`config.mk`:
```
export PLATFORM = sky130hd
export DESIGN_NAME = pipelined_sub32
export DESIGN_NICKNAME = d
export VERILOG_FILES = /design/src/rtl/pipelined_sub32.sv
export SDC_FILE = /design/constraint.sdc
export NUM_CORES = 1
export LEC_CHECK = 0
export ABC_CLOCK_PERIOD_IN_PS = 6340
export CORE_ASPECT_RATIO = 0.7
export CORE_MARGIN = 8
export CORE_UTILIZATION = 56
export DETAILED_ROUTE_END_ITERATION = 16
export GPL_ROUTABILITY_DRIVEN = 1
export PLACE_DENSITY_LB_ADDON = 0.25
export SLEW_MARGIN = 0
export SYNTH_ARGS = -nofsm -noshare
export SYNTH_HDL_FRONTEND = slang
export SYNTH_SLANG_ARGS = --single-unit
```
`constraint.sdc`:
```
create_clock -name clk -period 6.34 [get_ports clk]
set_input_delay 0.951 -clock clk [delete_from_list [all_inputs] [get_ports clk]]
set_output_delay 0.951 -clock clk [all_outputs]
set_load 0.03 [all_outputs]
```
`src/rtl/pipelined_sub32.sv`:
```
// Two-stage pipelined subtractor: diff = a - b (mod 2^WIDTH) with unsigned borrow and signed overflow.
// Latency 2 clocks from input transfer to out_valid; one result per clock when out_ready is high.
// Backpressure: holds up to two operations (stage 1 + output); in_ready drops only when both are occupied.
module pipelined_sub32 #(
  parameter int WIDTH = 32,
  parameter int LOW_W = 16
) (
  input  logic             clk,
  input  logic             rst,
  input  logic             in_valid,
  output logic             in_ready,
  input  logic [WIDTH-1:0] a,
  input  logic [WIDTH-1:0] b,
  output logic             out_valid,
  input  logic             out_ready,
  output logic [WIDTH-1:0] diff,
  output logic             borrow,
  output logic             ovf
);

  localparam int HIGH_W = WIDTH - LOW_W;

  // Everything stage 2 needs: the untouched high operand halves plus the finished low half.
  typedef struct packed {
    logic [HIGH_W-1:0] a_hi;
    logic [HIGH_W-1:0] b_hi;
    logic [LOW_W-1:0]  dlo;
    logic              bl;
  } s1_t;

  s1_t              s1_d;
  s1_t              s1_q;
  logic             s1_vld;
  logic             s2_free;
  logic             s2_load;
  logic             in_xfer;
  logic [LOW_W:0]   lo_res;
  logic [HIGH_W:0]  hi_res;
  logic             ovf_d;

  // Output slot can take a new result when empty or being drained this cycle.
  always_comb begin
    s2_free  = !out_valid || out_ready;
    s2_load  = s1_vld && s2_free;
    in_ready = !s1_vld || s2_free;
    in_xfer  = in_valid && in_ready;
  end

  // Low-half subtract on incoming operands; its borrow-out is carried into stage 2.
  always_comb begin
    lo_res    = {1'b0, a[LOW_W-1:0]} - {1'b0, b[LOW_W-1:0]};
    s1_d.a_hi = a[WIDTH-1:LOW_W];
    s1_d.b_hi = b[WIDTH-1:LOW_W];
    s1_d.dlo  = lo_res[LOW_W-1:0];
    s1_d.bl   = lo_res[LOW_W];
  end

  // High-half subtract folding in the registered low borrow; overflow uses the operand sign bits.
  always_comb begin
    hi_res = {1'b0, s1_q.a_hi} - {1'b0, s1_q.b_hi} - {{HIGH_W{1'b0}}, s1_q.bl};
    ovf_d  = (s1_q.a_hi[HIGH_W-1] != s1_q.b_hi[HIGH_W-1]) &&
             (hi_res[HIGH_W-1] != s1_q.a_hi[HIGH_W-1]);
  end

  // Stage 1 register: loads on input transfer, empties when stage 2 takes its contents.
  always_ff @(posedge clk or posedge rst) begin
    if (rst) begin
      s1_vld <= 1'b0;
      s1_q   <= '0;
    end else begin
      if (in_xfer) begin
        s1_vld <= 1'b1;
        s1_q   <= s1_d;
      end else if (s2_load) begin
        s1_vld <= 1'b0;
      end
    end
  end

  // Output register: a new result may replace one leaving in the same cycle; otherwise it holds.
  always_ff @(posedge clk or posedge rst) begin
    if (rst) begin
      out_valid <= 1'b0;
      diff      <= '0;
      borrow    <= 1'b0;
      ovf       <= 1'b0;
    end else begin
      if (s2_load) begin
        out_valid <= 1'b1;
        diff      <= {hi_res[HIGH_W-1:0], s1_q.dlo};
        borrow    <= hi_res[HIGH_W];
        ovf       <= ovf_d;
      end else if (out_valid && out_ready) begin
        out_valid <= 1'b0;
      end
    end
  end

endmodule
```
==> flow_summary.toml, run 1 <==
[run_status]
status = "complete, no violations"

[timing]
fin_tns_setup_ns = 0
fin_ws_ns = 3.109
rsz0062_at_grt = "no"
finalSetupViolCount = 0
post-route-period-util_pct = 50.96
fin_crit_ns = 3.231
slew_violations = 0
slew_headroom_pct = 27.05
fin_skew_ns = 0.005369
worst_slew_pin_slew_ns = 1.094
timing.fmax_mhz = 309.5
hold_violations = 0
hold_ws_ns = 0.4781

[floorplanning]
dieArea_mm2 = 0.01224
row_count = 28
die_h_um = 95.00
io_pins = 104
coreArea_mm2 = 0.008548
die-width_um = 128.9
start_util_pct = 58.40

[finish]
syn_to_final_growth_pct = 30.43
nets = 724
drive_gt1_share_pct = 10.62
fillCellCount = 628
antenna_cells = 0

[synth]
ys_warn_count = 0
post-synth-top-area-cell = "dfrtp_1"
postSynthCellCount = 504
synthArstFlopShare_pct = 100.0
yosys_register_bits = 85
syn-num-nets = 621
seq_area_frac_synth_pct = 42.61
synth_top_flop_cell = "dfrtp_1"
synth_area_mm2 = 0.004992
avgSynthCellArea_um2 = 9.905
synth.top_cell.area_share_pct = 42.61
yosysUniqueCellTypes = 52
synth.area.top_cells = "dfrtp_1, ha_1, mux2_2, inv_1, nand2_1"
synth_enable_flop_cells = 0

[drt]
route.met3.wl_um = 631
totalWireLength_mm = 11.93
routed-wl-met2_mm = 5.748
drtPass1Iterations = 4
top_layer = "met4"
post_drt_wl_per_cell_um = 16.30
drc_errors = 0
met1_length_mm = 5.439
vias = 3894
avgViaCountPerCell = 5.320
first_iter_violations = 219
ant_nets = 0

[worst_setup_path]
critPathCaptureType = "primary output"
path_max_fanout = 3
required_ns = 5.39
cp-start-kind = "primary input"
path_class = "in -> out"
arrival_ns = 2.28

[pwr]
fin_total_pwr_uw = 2537
power_density_mw_per_mm2 = 389.6
p_leak_uw = 0.003019
ir_drop_mv = 0.2709

[global_route]
grt_max_degree = 86
grtUsageTotal_pct = 20.02
grt_pass1_vias = 4125
grt_antenna_before_repair = 0
grt-ovfl-total = 0
grt_first_pass_wirelength_mm = 19.48

[clocking]
cts_tree = "done"
clock_path_buffers = 2
clk_pin_slew_ns = 0.06
clk_latency_ns = 0.34
ctsResizeCount = 0
cts_sinks = 85
holdBufCountCts = 0
cts_buffers = 9
cts.root.buffer_cell = "clkbuf_16"
post-cts-setup-buffers = 0
htree_levels = 3

[place]
dp_slack_ns = 2.773
gp_congestion = 0.8890
dp_hpwl_mm = 8.749
port_buffers = 103

[min_path]
hold_path.class = "reg -> reg"

[job]
max_cap_viol_count = 0
[cell type report]
| class | count | area, um2 | area share (%) |
|---|---|---|---|
| flip-flops and latches | 85 | 2127 | 32.67 |
| clock inverters | 6 | 133.9 | 2.056 |
| clock buffers | 10 | 239.0 | 3.670 |
| repair buffers | 105 | 1046 | 16.06 |
| inverters | 67 | 252.7 | 3.882 |
| multi-input cells | 339 | 2562 | 39.35 |
| well taps | 120 | 150.1 | 2.306 |
[state kept, by name, indices dropped and copies added (netlist names)]
signal,cells
borrow,1
ovf,1
diff,32
out_valid,1
s1_q,49
s1_vld,1
[logic make-up after synthesis]
group	synth area share (%)
xor gates and xnor gates	5.013
and+or+nand+nor	10.60
muxes	7.870
AOI/OAI and AO/OA	15.01
adders and majority gates	12.73
DFF	42.61
buffers and inverters	6.165
[layout by cell type, fill, tap and decap left out, drive strengths merged, types with 8 or more instances in the layout]
master,n
clkdlybuf4s50,103
nand2,61
a21oi,17
nand3,8
clkbuf,10
mux2,34
o21ai,57
xor2,13
nor2,15
dfrtp,85
nand2b,11
ha,46
xnor2,13
inv,66
a21o,8
[metrics by stage]
step                instance area (um2)  std cells  util (%)
floorplan                          4992        504         -
global placement                   6138        716     71.81
detailed placement                 6138        716     71.81
CTS                                6511        732     76.17
global route                       6511        732     76.17
finish                             6511        732     76.17
[per-layer routing]
metal,up-vias,global-route usage (%)
met3,14,5.571
met2,100,33.56
li1,1909,-
met4,0,5.745
met5,-,0
met1,1871,24.94
[path summary, 6_finish.rpt]
kind | startpoint | end | slack [ns] | cells after the start
worst max-delay path | out_ready | in_ready | 3.11 | 3
worst min-delay path | s1_q[1] | s1_q[1] | 0.48 | 2
worst max register to register | s1_q[0] | diff[30] | 3.26 | 10
worst min register to register | s1_q[1] | s1_q[1] | 0.48 | 2
max in group asynchronous | rst | diff[15] | 4.36 | 3
min in group asynchronous | rst | diff[2] | 1.31 | 3
[where the power goes]
part	internal [uW]	switching [uW]	total [uW]
combinational	494	626	1120
clock	436	218	653
sequential	687	76.4	763
[worst max-delay path, cell delays in order]
cell,delay [ns]
clkdlybuf4s50_1,0.47
nand3b_1,0.16
clkdlybuf4s50_1,0.70
[synthesized netlist by cell type (9+ instances only)]
library cell and number:
ha_1 46, a21oi_1 14, dfrtp_1 85, xor2_1 13
inv_1 67, nor2_1 15, o21ai_0 41, nand2b_1 10
mux2_2 34, clkbuf_1 9, nand2_1 61, o21ai_1 15
xnor2_1 13
Note: power is estimated with default switching activity, not from simulation.
==> inputs of run 2 (changes only) <==
--- a/config.mk
+++ b/config.mk
@@ -5,10 +5,10 @@
 export SDC_FILE = /design/constraint.sdc
 export NUM_CORES = 1
 export LEC_CHECK = 0
-export ABC_CLOCK_PERIOD_IN_PS = 6340
+export ABC_CLOCK_PERIOD_IN_PS = 3300
 export CORE_ASPECT_RATIO = 0.7
 export CORE_MARGIN = 8
-export CORE_UTILIZATION = 56
+export CORE_UTILIZATION = 52
 export DETAILED_ROUTE_END_ITERATION = 16
 export GPL_ROUTABILITY_DRIVEN = 1
 export PLACE_DENSITY_LB_ADDON = 0.25
==> constraint.sdc (replaced) <==
create_clock -name clk -period 3.3 [get_ports clk]
set_input_delay 0.495 -clock clk [delete_from_list [all_inputs] [get_ports clk]]
set_output_delay 0.495 -clock clk [all_outputs]
set_load 0.03 [all_outputs]
==> run 2 against run 1 <==
Non-clock buffer count rose by 4; core utilization fell by 7.7 points; wire length fell by 4.6%; clock power grew 58%; via count decreased by 1.1%; clock skew decreased by 0.0012 ns; critical path depth is 7 higher; critical endpoint is now borrow.
==> flow_summary.toml, run 2 (synthesis results as in run 1) <==
[run_status]
status = "complete, no violations"

[clocking]
cts_buffers = 9
clk_pin_slew_ns = 0.06
ctsResizeCount = 0
htree_levels = 3
holdBufCountCts = 0
cts.root.buffer_cell = "clkbuf_16"
post-cts-setup-buffers = 0
clock_path_buffers = 2
cts_sinks = 85
cts_tree = "done"
clk_latency_ns = 0.33

[pwr]
combPwrFrac_pct = 45.9
cellInternalPower_uw = 2900
p_sw_share_pct = 37.40
power_density_mw_per_mm2 = 712.4
clkPwrFrac_pct = 22.3
p_leak_uw = 0.003008
pwr-share-seq_pct = 31.8
p_sw_uw = 1732
ir_drop_mv = 0.3149

[worst_setup_path]
cp_slowest_cell = "fa_1"
worst_path_dominant_cell_family = "compound AO/OA/AOI/OAI gates"
required_ns = 3.52
reg2reg_to = "borrow"
reg2reg_slack_ns = 0.40
path_cells = "inv_1, fa_1, fa_1, nand2b_1, a2111oi_4, o31a_1, o211ai_1, a31oi_2, xnor2_1, o21ai_1"
cp-start-kind = "flip-flop"
path_class = "reg -> reg"
arrival_ns = 3.12
reg2reg_depth = 10
max_stage_delay_ns = 0.47
path_max_fanout = 3
critPathCaptureType = "flip-flop"
regToRegStartpoint = "s1_q[0]"
crit_buf_inv = 1
crit_top_cell = "fa_1"

[floorplanning]
row_count = 30
start_util_pct = 52.57
coreArea_mm2 = 0.009497
dieArea_mm2 = 0.01304
io_pins = 104
die-width_um = 133.1
die_h_um = 97.98

[finish]
largest_reg_flops = 49
largest-register = "s1_q"
mostFrequentLayoutCells = "clkdlybuf4s50_1, dfrtp_1, inv_1"
fillCellCount = 742
drive_gt1_share_pct = 11.20
final_common_cell = "clkdlybuf4s50_1"
antenna_cells = 0
syn_to_final_growth_pct = 30.25
nets = 728
largest_registers = "s1_q: 49 flops, diff: 32 flops"

[global_route]
grt_pass1_vias = 4003
grt_use_met3_pct = 4.821
grt_antenna_before_repair = 0
grt_util_met2_pct = 27.84
grt_max_degree = 53
top_usage_layer = "met2"
grt_first_pass_wirelength_mm = 19.56
grt-ovfl-total = 0
grtUsageTotal_pct = 18.32
grtUsageMet1_pct = 25.33

[timing]
timing.fmax_mhz = 344.4
rsz0062_at_grt = "no"
hold_ws_ns = 0.4745
worst_slew_pin_slew_ns = 0.8655
fin_tns_setup_ns = 0
hold_violations = 0
slew_headroom_pct = 42.10
fin_crit_ns = 2.903
post-route-period-util_pct = 87.98
finalSetupViolCount = 0
fin_skew_ns = 0.004172
slew_violations = 0

[min_path]
whs_path_depth = 2
min_to = "s1_q[2]"
min_from = "s1_q[2]"
hold_path.class = "reg -> reg"

[drt]
vias = 3852
ant_nets = 0
drc_errors = 0
drtPass1Iterations = 4
avgViaCountPerCell = 5.177
totalWireLength_mm = 11.38
post_drt_wl_per_cell_um = 15.29
first_iter_violations = 205

[place]
gp_congestion = 0.8828
dp_hpwl_mm = 8.792
port_buffers = 103

[job]
max_cap_viol_count = 0
-- run 2: cell types whose count changed in the layout (fill, tap and decap cells not counted) --
cell / previous run / this run
clkbuf_8: 1 / 2
buf_4: 2 / 5
buf_12: 0 / 1
bufinv_16: 4 / 1
clkinvlp_4: 0 / 2
-- run 2: power by group through the flow --
stage	sequential, uW	combinational, uW	clock, uW
floorplan	1810	1080	0
global placement	1480	2080	0
detailed placement	1490	2130	0
CTS	1480	2140	1060
global route	1510	2320	1110
finish	1470	2130	1030
-- run 2: worst max-delay path by stage --
stage | startpoint | to | slack [ns] | cells past startpoint
finish | s1_q[0] | borrow | 0.40 | 10
detailed placement | a[0] | s1_q[0] | 0.31 | 11
global route | s1_q[0] | diff[23] | 0.18 | 11
global placement | a[0] | s1_q[0] | 0.36 | 11
floorplan | rst | borrow | 0.61 | 1
CTS | s1_q[0] | borrow | 0.41 | 10
-- run 2: area by class of cell --
cell class	count	area [um2]	share of cell area, %
Multi-Input combinational cell	339	2562	39.41
Clock inverter	5	58.81	0.9044
Clock buffer	11	252.7	3.887
Sequential cell	85	2127	32.71
Tap cell	128	160.2	2.463
Inverter	67	252.7	3.887
Timing Repair Buffer	109	1089	16.74
-- run 2: stage by stage --
| step | cells | cell area (um2) | worst slack [ns] | utilization [%] | power [uW] |
|---|---|---|---|---|---|
| after floorplan | 504 | 4992 | 0.6115 | - | 2882 |
| after detailed placement | 728 | 6191 | 0.3099 | 65.19 | 3618 |
| final | 744 | 6502 | 0.3965 | 68.47 | 4632 |
| after global placement | 728 | 6191 | 0.3635 | 65.19 | 3558 |
| after global routing | 744 | 6502 | 0.1786 | 68.47 | 4945 |
| after CTS | 744 | 6502 | 0.4148 | 68.47 | 4680 |
-- run 2: worst min-delay path, cell delays in order, from the launching register on --
cell and delay (ns):
dfrtp_1 0.34, nand2_1 0.04, o21ai_0 0.06
-- run 2: layer usage --
metal / vias to the layer above / wire length, um
met5: - / 0
met4: 0 / 108
met3: 8 / 556
met2: 93 / 5082
met1: 1825 / 5627
li1: 1926 / -
